`config.mk`:
```
export PLATFORM = sky130hd
export DESIGN_NAME = regfile_wb_arbiter_flat
export DESIGN_NICKNAME = d
export VERILOG_FILES = /design/src/rtl/regfile_wb_arbiter_if.sv /design/src/rtl/regfile_wb_arbiter.sv /design/src/flat_wrapper.sv
export SDC_FILE = /design/constraint.sdc
export NUM_CORES = 1
export LEC_CHECK = 0
export CAP_MARGIN = 15
export CORE_MARGIN = 2
export CORE_UTILIZATION = 56
export DETAILED_ROUTE_END_ITERATION = 7
export PLACE_DENSITY = 0.8
export SYNTH_ARGS = -nofsm -noshare
export SYNTH_HDL_FRONTEND = slang
export SYNTH_SLANG_ARGS = --single-unit
```
`constraint.sdc`:
```
create_clock -name clk -period 3.8 [get_ports clk]
set_input_delay 0.76 -clock clk [delete_from_list [all_inputs] [get_ports clk]]
set_output_delay 0.76 -clock clk [all_outputs]
set_load 0.05 [all_outputs]
```
`src/rtl/regfile_wb_arbiter_if.sv`:
```
// Writeback request, register-file write port and pending-write lookup signals
// shared between the writeback arbiter and its environment.
interface regfile_wb_arbiter_if;
    logic        src0_val;
    logic        src0_rdy;
    logic [4:0]  src0_addr;
    logic [31:0] src0_data;
    logic        src1_val;
    logic        src1_rdy;
    logic [4:0]  src1_addr;
    logic [31:0] src1_data;
    logic        wr_stall;
    logic        wr_en;
    logic [4:0]  wr_addr;
    logic [31:0] wr_data;
    logic [4:0]  lk_addr;
    logic        lk_hit;
    logic [31:0] lk_data;
    logic        full;
    logic        empty;

    modport master (
        output src0_val, src0_addr, src0_data,
        output src1_val, src1_addr, src1_data,
        output wr_stall, lk_addr,
        input  src0_rdy, src1_rdy, wr_en, wr_addr, wr_data,
        input  lk_hit, lk_data, full, empty
    );

    modport slave (
        input  src0_val, src0_addr, src0_data,
        input  src1_val, src1_addr, src1_data,
        input  wr_stall, lk_addr,
        output src0_rdy, src1_rdy, wr_en, wr_addr, wr_data,
        output lk_hit, lk_data, full, empty
    );
endinterface

```
`src/rtl/regfile_wb_arbiter.sv`:
```
// Two-source round-robin writeback arbiter feeding an in-order write queue that
// drains into the register file's single write port, with a pending-write lookup.
module regfile_wb_arbiter #(
    parameter int p_num_entries = 4
) (
    input  logic                 clk,
    input  logic                 reset,
    regfile_wb_arbiter_if.slave  bus
);
    localparam int c_addr_nbits = $clog2(p_num_entries);
    localparam logic [c_addr_nbits:0] c_full_count = (c_addr_nbits+1)'(p_num_entries);

    logic [4:0]              r_addr [p_num_entries];
    logic [31:0]             r_data [p_num_entries];
    logic [c_addr_nbits-1:0] r_head;
    logic [c_addr_nbits-1:0] r_tail;
    logic [c_addr_nbits:0]   r_count;
    logic                    r_prio;

    logic        w_empty;
    logic        w_full;
    logic        w_gnt0;
    logic        w_gnt1;
    logic        w_gnt;
    logic [4:0]  w_gnt_addr;
    logic [31:0] w_gnt_data;
    logic        w_enq;
    logic        w_deq;

    // Status is forced to the idle view while reset is held, since the
    // synchronous reset has not yet cleared the count.
    assign w_empty = reset || (r_count == '0);
    assign w_full  = !reset && (r_count == c_full_count);

    assign w_gnt0 = !reset && !w_full && bus.src0_val && (!bus.src1_val || !r_prio);
    assign w_gnt1 = !reset && !w_full && bus.src1_val && (!bus.src0_val ||  r_prio);
    assign w_gnt  = w_gnt0 || w_gnt1;

    assign w_gnt_addr = w_gnt0 ? bus.src0_addr : bus.src1_addr;
    assign w_gnt_data = w_gnt0 ? bus.src0_data : bus.src1_data;

    // Writes to the zero register are acknowledged but never queued.
    assign w_enq = w_gnt && (w_gnt_addr != 5'd0);
    assign w_deq = !w_empty && !bus.wr_stall;

    assign bus.src0_rdy = w_gnt0;
    assign bus.src1_rdy = w_gnt1;
    assign bus.full     = w_full;
    assign bus.empty    = w_empty;
    assign bus.wr_en    = w_deq;
    assign bus.wr_addr  = w_empty ? 5'd0  : r_addr[r_head];
    assign bus.wr_data  = w_empty ? 32'd0 : r_data[r_head];

    always_ff @(posedge clk) begin
        if (reset) begin
            r_head  <= '0;
            r_tail  <= '0;
            r_count <= '0;
            r_prio  <= 1'b0;
        end else begin
            if (w_enq) r_tail <= r_tail + 1'b1;
            if (w_deq) r_head <= r_head + 1'b1;
            if (w_enq && !w_deq)
                r_count <= r_count + 1'b1;
            else if (!w_enq && w_deq)
                r_count <= r_count - 1'b1;
            if (w_gnt) r_prio <= w_gnt0;
        end
    end

    always_ff @(posedge clk) begin
        if (w_enq) begin
            r_addr[r_tail] <= w_gnt_addr;
            r_data[r_tail] <= w_gnt_data;
        end
    end

    // Scan oldest to youngest so the youngest matching entry wins.
    always_comb begin
        logic [c_addr_nbits-1:0] w_idx;
        bus.lk_hit  = 1'b0;
        bus.lk_data = 32'd0;
        w_idx       = '0;
        for (int i = 0; i < p_num_entries; i++) begin
            w_idx = r_head + c_addr_nbits'(i);
            if (((c_addr_nbits+1)'(i) < r_count) && (r_addr[w_idx] == bus.lk_addr)) begin
                bus.lk_hit  = 1'b1;
                bus.lk_data = r_data[w_idx];
            end
        end
        if (reset || (bus.lk_addr == 5'd0)) begin
            bus.lk_hit  = 1'b0;
            bus.lk_data = 32'd0;
        end
    end
endmodule
```
`src/flat_wrapper.sv`:
```
// flat-port wrapper written by rule: the top's interface ports become plain ports
module regfile_wb_arbiter_flat 
#(
    parameter int p_num_entries = 4
)
  (clk, reset, bus_src0_val, bus_src0_addr, bus_src0_data, bus_src1_val, bus_src1_addr, bus_src1_data, bus_wr_stall, bus_lk_addr, bus_src0_rdy, bus_src1_rdy, bus_wr_en, bus_wr_addr, bus_wr_data, bus_lk_hit, bus_lk_data, bus_full, bus_empty);
  regfile_wb_arbiter_if bus_i ();
  input  logic clk;
  input  logic reset;
  input wire logic [$bits(bus_i.src0_val)-1:0] bus_src0_val;
  input wire logic [$bits(bus_i.src0_addr)-1:0] bus_src0_addr;
  input wire logic [$bits(bus_i.src0_data)-1:0] bus_src0_data;
  input wire logic [$bits(bus_i.src1_val)-1:0] bus_src1_val;
  input wire logic [$bits(bus_i.src1_addr)-1:0] bus_src1_addr;
  input wire logic [$bits(bus_i.src1_data)-1:0] bus_src1_data;
  input wire logic [$bits(bus_i.wr_stall)-1:0] bus_wr_stall;
  input wire logic [$bits(bus_i.lk_addr)-1:0] bus_lk_addr;
  output wire logic [$bits(bus_i.src0_rdy)-1:0] bus_src0_rdy;
  output wire logic [$bits(bus_i.src1_rdy)-1:0] bus_src1_rdy;
  output wire logic [$bits(bus_i.wr_en)-1:0] bus_wr_en;
  output wire logic [$bits(bus_i.wr_addr)-1:0] bus_wr_addr;
  output wire logic [$bits(bus_i.wr_data)-1:0] bus_wr_data;
  output wire logic [$bits(bus_i.lk_hit)-1:0] bus_lk_hit;
  output wire logic [$bits(bus_i.lk_data)-1:0] bus_lk_data;
  output wire logic [$bits(bus_i.full)-1:0] bus_full;
  output wire logic [$bits(bus_i.empty)-1:0] bus_empty;
  assign bus_i.src0_val = bus_src0_val;
  assign bus_i.src0_addr = bus_src0_addr;
  assign bus_i.src0_data = bus_src0_data;
  assign bus_i.src1_val = bus_src1_val;
  assign bus_i.src1_addr = bus_src1_addr;
  assign bus_i.src1_data = bus_src1_data;
  assign bus_i.wr_stall = bus_wr_stall;
  assign bus_i.lk_addr = bus_lk_addr;
  assign bus_src0_rdy = bus_i.src0_rdy;
  assign bus_src1_rdy = bus_i.src1_rdy;
  assign bus_wr_en = bus_i.wr_en;
  assign bus_wr_addr = bus_i.wr_addr;
  assign bus_wr_data = bus_i.wr_data;
  assign bus_lk_hit = bus_i.lk_hit;
  assign bus_lk_data = bus_i.lk_data;
  assign bus_full = bus_i.full;
  assign bus_empty = bus_i.empty;
  regfile_wb_arbiter #(.p_num_entries(p_num_entries)) u_core (.clk(clk), .reset(reset), .bus(bus_i));
endmodule
```
Word level (Yosys, flattened, before mapping)
Memories as Yosys holds them, arrays and structs flattened. A register that Yosys moved wholly into a read port is not among the register bits. Cells that the tools add are included.

Memories: 2. Bits in writable memories: 148. Word-level logic and storage cells: 75. Register bits after elaboration: 8. Bits in latches: 0. Output and inout bits: 75. ROM bits: 0. Input bits: 84.

Equality and inequality tests: 5. Add/sub/neg operators: 6. Div/mod/pow operators: 0. Reductions and logical operators: 32. $lt $le $gt $ge: 4. Multipliers: 0. Bitwise operators: 0. Muxes and demuxes: 22. Shifts and indexed selects: 0.

Memories: u_core.r_data (depth 4, width 32, read ports 4, clocked after memory_dff 1, wr ports 1, RTL line regfile_wb_arbiter.sv:14) `logic [31:0] r_data [p_num_entries];`; u_core.r_addr (depth 4, width 5, read ports 4, clocked after memory_dff 1, wr ports 1, RTL line regfile_wb_arbiter.sv:13) `logic [4:0] r_addr [p_num_entries];`.

Operators by type and width (number): $mux 32 (7); $eq 5x5->1 (4); $logic_and 1x1->1 (14); $mux 5 (2); $logic_not 1->1 (9); $mux 2 (4); $mux 1 (7); $lt 1x3->1 const A (2); $lt 2x3->1 const A (2); $mux 3 (2); $logic_not 5->1 (1); $logic_or 1x1->1 (5); $reduce_bool 5->1 (1); $add 2x1->2 const B (2); $add 2x2->2 const B (2); $add 3x1->3 const B (1); $eq 3x3->1 const B (1); $logic_not 3->1 (1); $sub 3x1->3 const B (1); $reduce_bool 2->1 (1).

Logic depth before layout (Yosys ltp)
Word-level depth: 13. Mapped depth: 12. Gate-level depth less buffers: 11.

Worst setup path after synthesis
Ideal clock, no wire load.

Path kind: reg-to-output. From: reg u_core.r_head[0]. To: out bus_lk_data[2]. Arrival time: 2.842 ns. Data required time: 3.040 ns. Slack: 0.198 ns. Cell stages (with the launch flop): 11. Cell sequence: dfxtp_1 buf_6 buf_6 mux4_2 xor2_1 a21oi_2 buf_4 o2bb2ai_4 buf_6 o211ai_1 a31oi_1.

Longest elaborated chain between the ends: 8.

Ends and longest elaborated chain: from (decl) (RTL line regfile_wb_arbiter.sv:15) `logic [c_addr_nbits-1:0] r_head;`; from (signal assigned) (RTL line regfile_wb_arbiter.sv:62) `if (w_deq) r_head <= r_head + 1'b1;`; $add 2x1->2 (RTL line regfile_wb_arbiter.sv:85) `w_idx = r_head + c_addr_nbits'(i);`; $mem_v2 4x5; $eq 5x5->1 (RTL line regfile_wb_arbiter.sv:86) `if (((c_addr_nbits+1)'(i) < r_count) && (r_addr[w_idx] == bus.lk_addr)) begin`; $logic_and 1x1->1 (RTL line regfile_wb_arbiter.sv:86); $mux 32 (2 in series) (RTL line regfile_wb_arbiter.sv:86); $mux 32 (*) (RTL line regfile_wb_arbiter.sv:86); $mux 32 (*) (RTL line regfile_wb_arbiter.sv:91) `if (reset || (bus.lk_addr == 5'd0)) begin`; to (decl) (RTL line flat_wrapper.sv:24) `output wire logic [$bits(bus_i.lk_data)-1:0] bus_lk_data;`.

Every way passes the cells marked *; elsewhere a longest branch is shown, timed or not.

Worst setup path after layout
From: reg u_core.r_head[0]. To: out bus_lk_data[31].

Same word-level chain as after synthesis.

==> impl_results.md <==
* Status: complete, but fails checks
* Failing checks: setup timing
* Tightest Hold Check Type: reg -> reg
* Die H at 145 um
* CTS tree: yes
* Shortest period the worst path allows at 3.82 ns
* Drt first pass iters at 5
* I/O Buffers at 158
* FMAX at 0.262 GHz
* Max-cap violation count at 0
* Finished Core Util at 76.1%
* Total congestion overflow at 0
* Distinct cells, synth at 43
* Antenna violations before repair at 0
* Iter 0 DRT Violations at 918
* I/O pin total at 159
* Setup crit end kind: output pin
* Layout cell share with drive strength beyond 1 at 39.0%
* CTS Hold Buffers Added at 0
* Clk sink count at 158
* Clock slew at reported path FFs at 0.06 ns
* Synth async-reset ratio at 0%
* All-Layer GR Usage at 30.0%
* Worst vdd ir at 0.433 mV
* Final WL at 30700 um
* Seq/Total Area, Yosys at 42.0%
* TritonCTS Buffers at 17
* First-pass GRT wire length at 46500 um
* CTS max path bufs at 2
* CORE AREA at 19400 um^2
* Sw Ratio at 37.6%
* Setup violators final at 5
* Avg Cell Area, Syn at 13.4 um^2
* Max-slew violations at 0
* Starting Density at 57.0%
* Hold Violations, Final at 0
* Detailed-route wire length per cell at 24.0 um
* Flop pwr share at 27.6%
* Detailed placer's ending HPWL at 19000 um
* Final GP Congestion at 0.904
* Worst-Margin Slew at 1.15 ns
* Critical path arrival at 3.06 ns
* Total Power at 8590 uW
* Post-Synthesis Cells at 827
* Antenna-violating nets left at 0
* Root buffer cell: clkbuf_16
* Ys flop type: edfxtp_1
* Total power per unit cell area at 582 nW/um^2
* Vias in the first global route at 8680
* Yosys warns at 0
* RSZ-0062 raised after global routing: true
* Post-synth net total at 919
* Clock power frac at 19.8%
* Finished Cell Area at 14800 um^2
* Via-to-Cell Ratio at 6.70
* Synth Cell Area at 11100 um^2
* Drc violations at 0
* P_sw at 3230 uW
* Clock latency on the worst-skew pair at 0.43 ns
* Worst Skew at 0.00859 ns
* H-tree Lvls at 4
* Internal power at 5360 uW
* Final antenna diode count at 0
* Flops & latches, synth at 158
* Die Area at 20900 um^2
* Setup Crit Path Kind: reg -> out
* Final setup margin at -0.0174 ns
* Area growth syn-to-layout at 33.6%
* Die W at 145 um
* CP max FO at 9
* Leakage at 0.00498 uW
* Comb pwr share at 52.6%
* Row cnt at 51
* Pin count of the biggest net entering global routing at 57
* WP data required at 3.04 ns
* Critical path launch point type: flip-flop
* Slew headroom at 23.0%
* Via count at 8583
* Nets@finish at 1096
* Post-DP Area at 13800 um^2
* Count of flip-flops with a built-in enable after synthesis at 148
* Tcrit/Tclk final at 100%
[cells by family after synthesis]
| group | synth area share [%] |
|---|---|
| AND/OR/NAND/NOR | 10.2 |
| adder cells (fa/ha/maj) | 0.905 |
| flip-flops | 42.0 |
| buffers and inverters | 4.18 |
| XOR/XNOR | 1.90 |
| AO/OA/AOI/OAI | 10.3 |
| multiplexers | 30.4 |
[layout by cell type (no fill, tap or decap), types with 3 or more instances in the layout]
cell type        synthesis  final
mux4_2                 148    148
edfxtp_1               148    148
nand2_1                141    140
clkdlybuf4s50_1          0     84
buf_12                   0     77
buf_4                    6     71
o21ai_0                 41     38
and2_1                  41     37
a21boi_0                32     30
and3_1                  32     30
o211ai_2                28     28
xnor2_1                 20     19
a31oi_1                 31     17
clkbuf_16                0     17
a31oi_2                  0     14
nor2_1                  10     10
inv_1                    8      8
ha_1                     8      8
nand3_1                  6      6
dfxtp_1                 10      6
clkinvlp_4               0      5
buf_6                    8      5
a21oi_1                  6      4
xor2_1                   4      4
o21ai_1                  1      4
and2_2                   0      4
clkbuf_1                42      4
nand4_1                  3      3
a21oi_4                  0      3
o211ai_1                 3      3
dfxtp_4                  0      3
bufinv_16                0      3
clkinv_2                 0      3
[sequential cells by signal (all words and copies together), names as in the netlist, named ones only]
register and flops:
u_core.r_tail 2, u_core.r_addr 20, u_core.r_data 128, u_core.r_count 3
u_core.r_head 2, u_core.r_prio 1
[power by group through the flow]
| stage | Sequential (uW) | Combinational (uW) | Clock (uW) |
|---|---|---|---|
| final | 2370 | 4520 | 1700 |
| after detailed placement | 2440 | 4240 | 0 |
| after CTS | 2370 | 4390 | 1710 |
| after global placement | 2420 | 4160 | 0 |
| after floorplan | 2300 | 2880 | 0 |
| after global routing | 2390 | 4740 | 1770 |
[per-layer routing]
metal / global-route usage (%) / part of all wire (%)
met5: 0 / 0
met4: 13.5 / 3.0
met3: 5.17 / 7.5
met2: 52.9 / 54
met1: 36.2 / 36
[metrics by stage]
stage,hold WS (ns),TNS [ns],worst slack (ns),cells
3_3_place_gp,0.491,0,0.0936,1227
4_1_cts,0.517,0,0.00383,1270
3_5_place_dp,0.508,-0.0135,-0.0135,1227
6_report,0.514,-0.0366,-0.0174,1282
5_1_grt,0.576,-1.18,-0.131,1282
2_1_floorplan,0.470,0,0.198,827
[cells in the mapped netlist, types with 6 or more instances]
cell        n  area, um^2
edfxtp_1  148        4440
nand3_1     6        30.0
dfxtp_1    10         200
buf_2      24         120
clkbuf_1   42         158
a21boi_0   32         240
ha_1        8         100
inv_1       8        30.0
and3_1     32         200
a31oi_1    31         194
mux4_2    148        3330
buf_4       6        45.0
o211ai_2   28         350
nand2_1   141         529
nor2_1     10        37.5
and2_1     41         257
a21oi_1     6        30.0
o21ai_0    41         205
buf_6       8        90.1
xnor2_1    20         175
[repair_timing]
action / 4_1_cts / 5_1_grt
endpoints found under the setup margin: 33 / 33
gates resized for setup: 9 / 28
gates cloned: 1 / 0
pin swaps: 2 / 6
setup buffers: 10 / 13
[final cells by class]
type	instances	area [um^2]
Fill cell	1148	4630
Clock buffer	21	440
Sequential cell	158	4660
Timing Repair Buffer	242	3050
Tap cell	265	332
Clock inverter	11	143
Multi-Input combinational cell	576	6110
Inverter	9	33.8
[critical path, cell delays in order (launching register included)]
cell	delay (ns)
dfxtp_4	0.41
buf_4	0.14
mux4_2	0.53
xnor2_1	0.20
and4_4	0.31
o2bb2ai_4	0.15
buf_6	0.15
buf_12	0.14
o211ai_1	0.09
a31oi_1	0.22
buf_4	0.16
buf_12	0.12
[worst paths after layout]
kind,from,to,slack (ns),cells after the start
min reg2reg,u_core.r_prio,u_core.r_prio,0.51,2
max,u_core.r_head[0],bus_lk_data[31],-0.02,11
max reg2reg,u_core.r_count[1],u_core.r_count[2],0.52,10
min,u_core.r_prio,u_core.r_prio,0.51,2
Note: power is estimated with default switching activity, not from simulation.
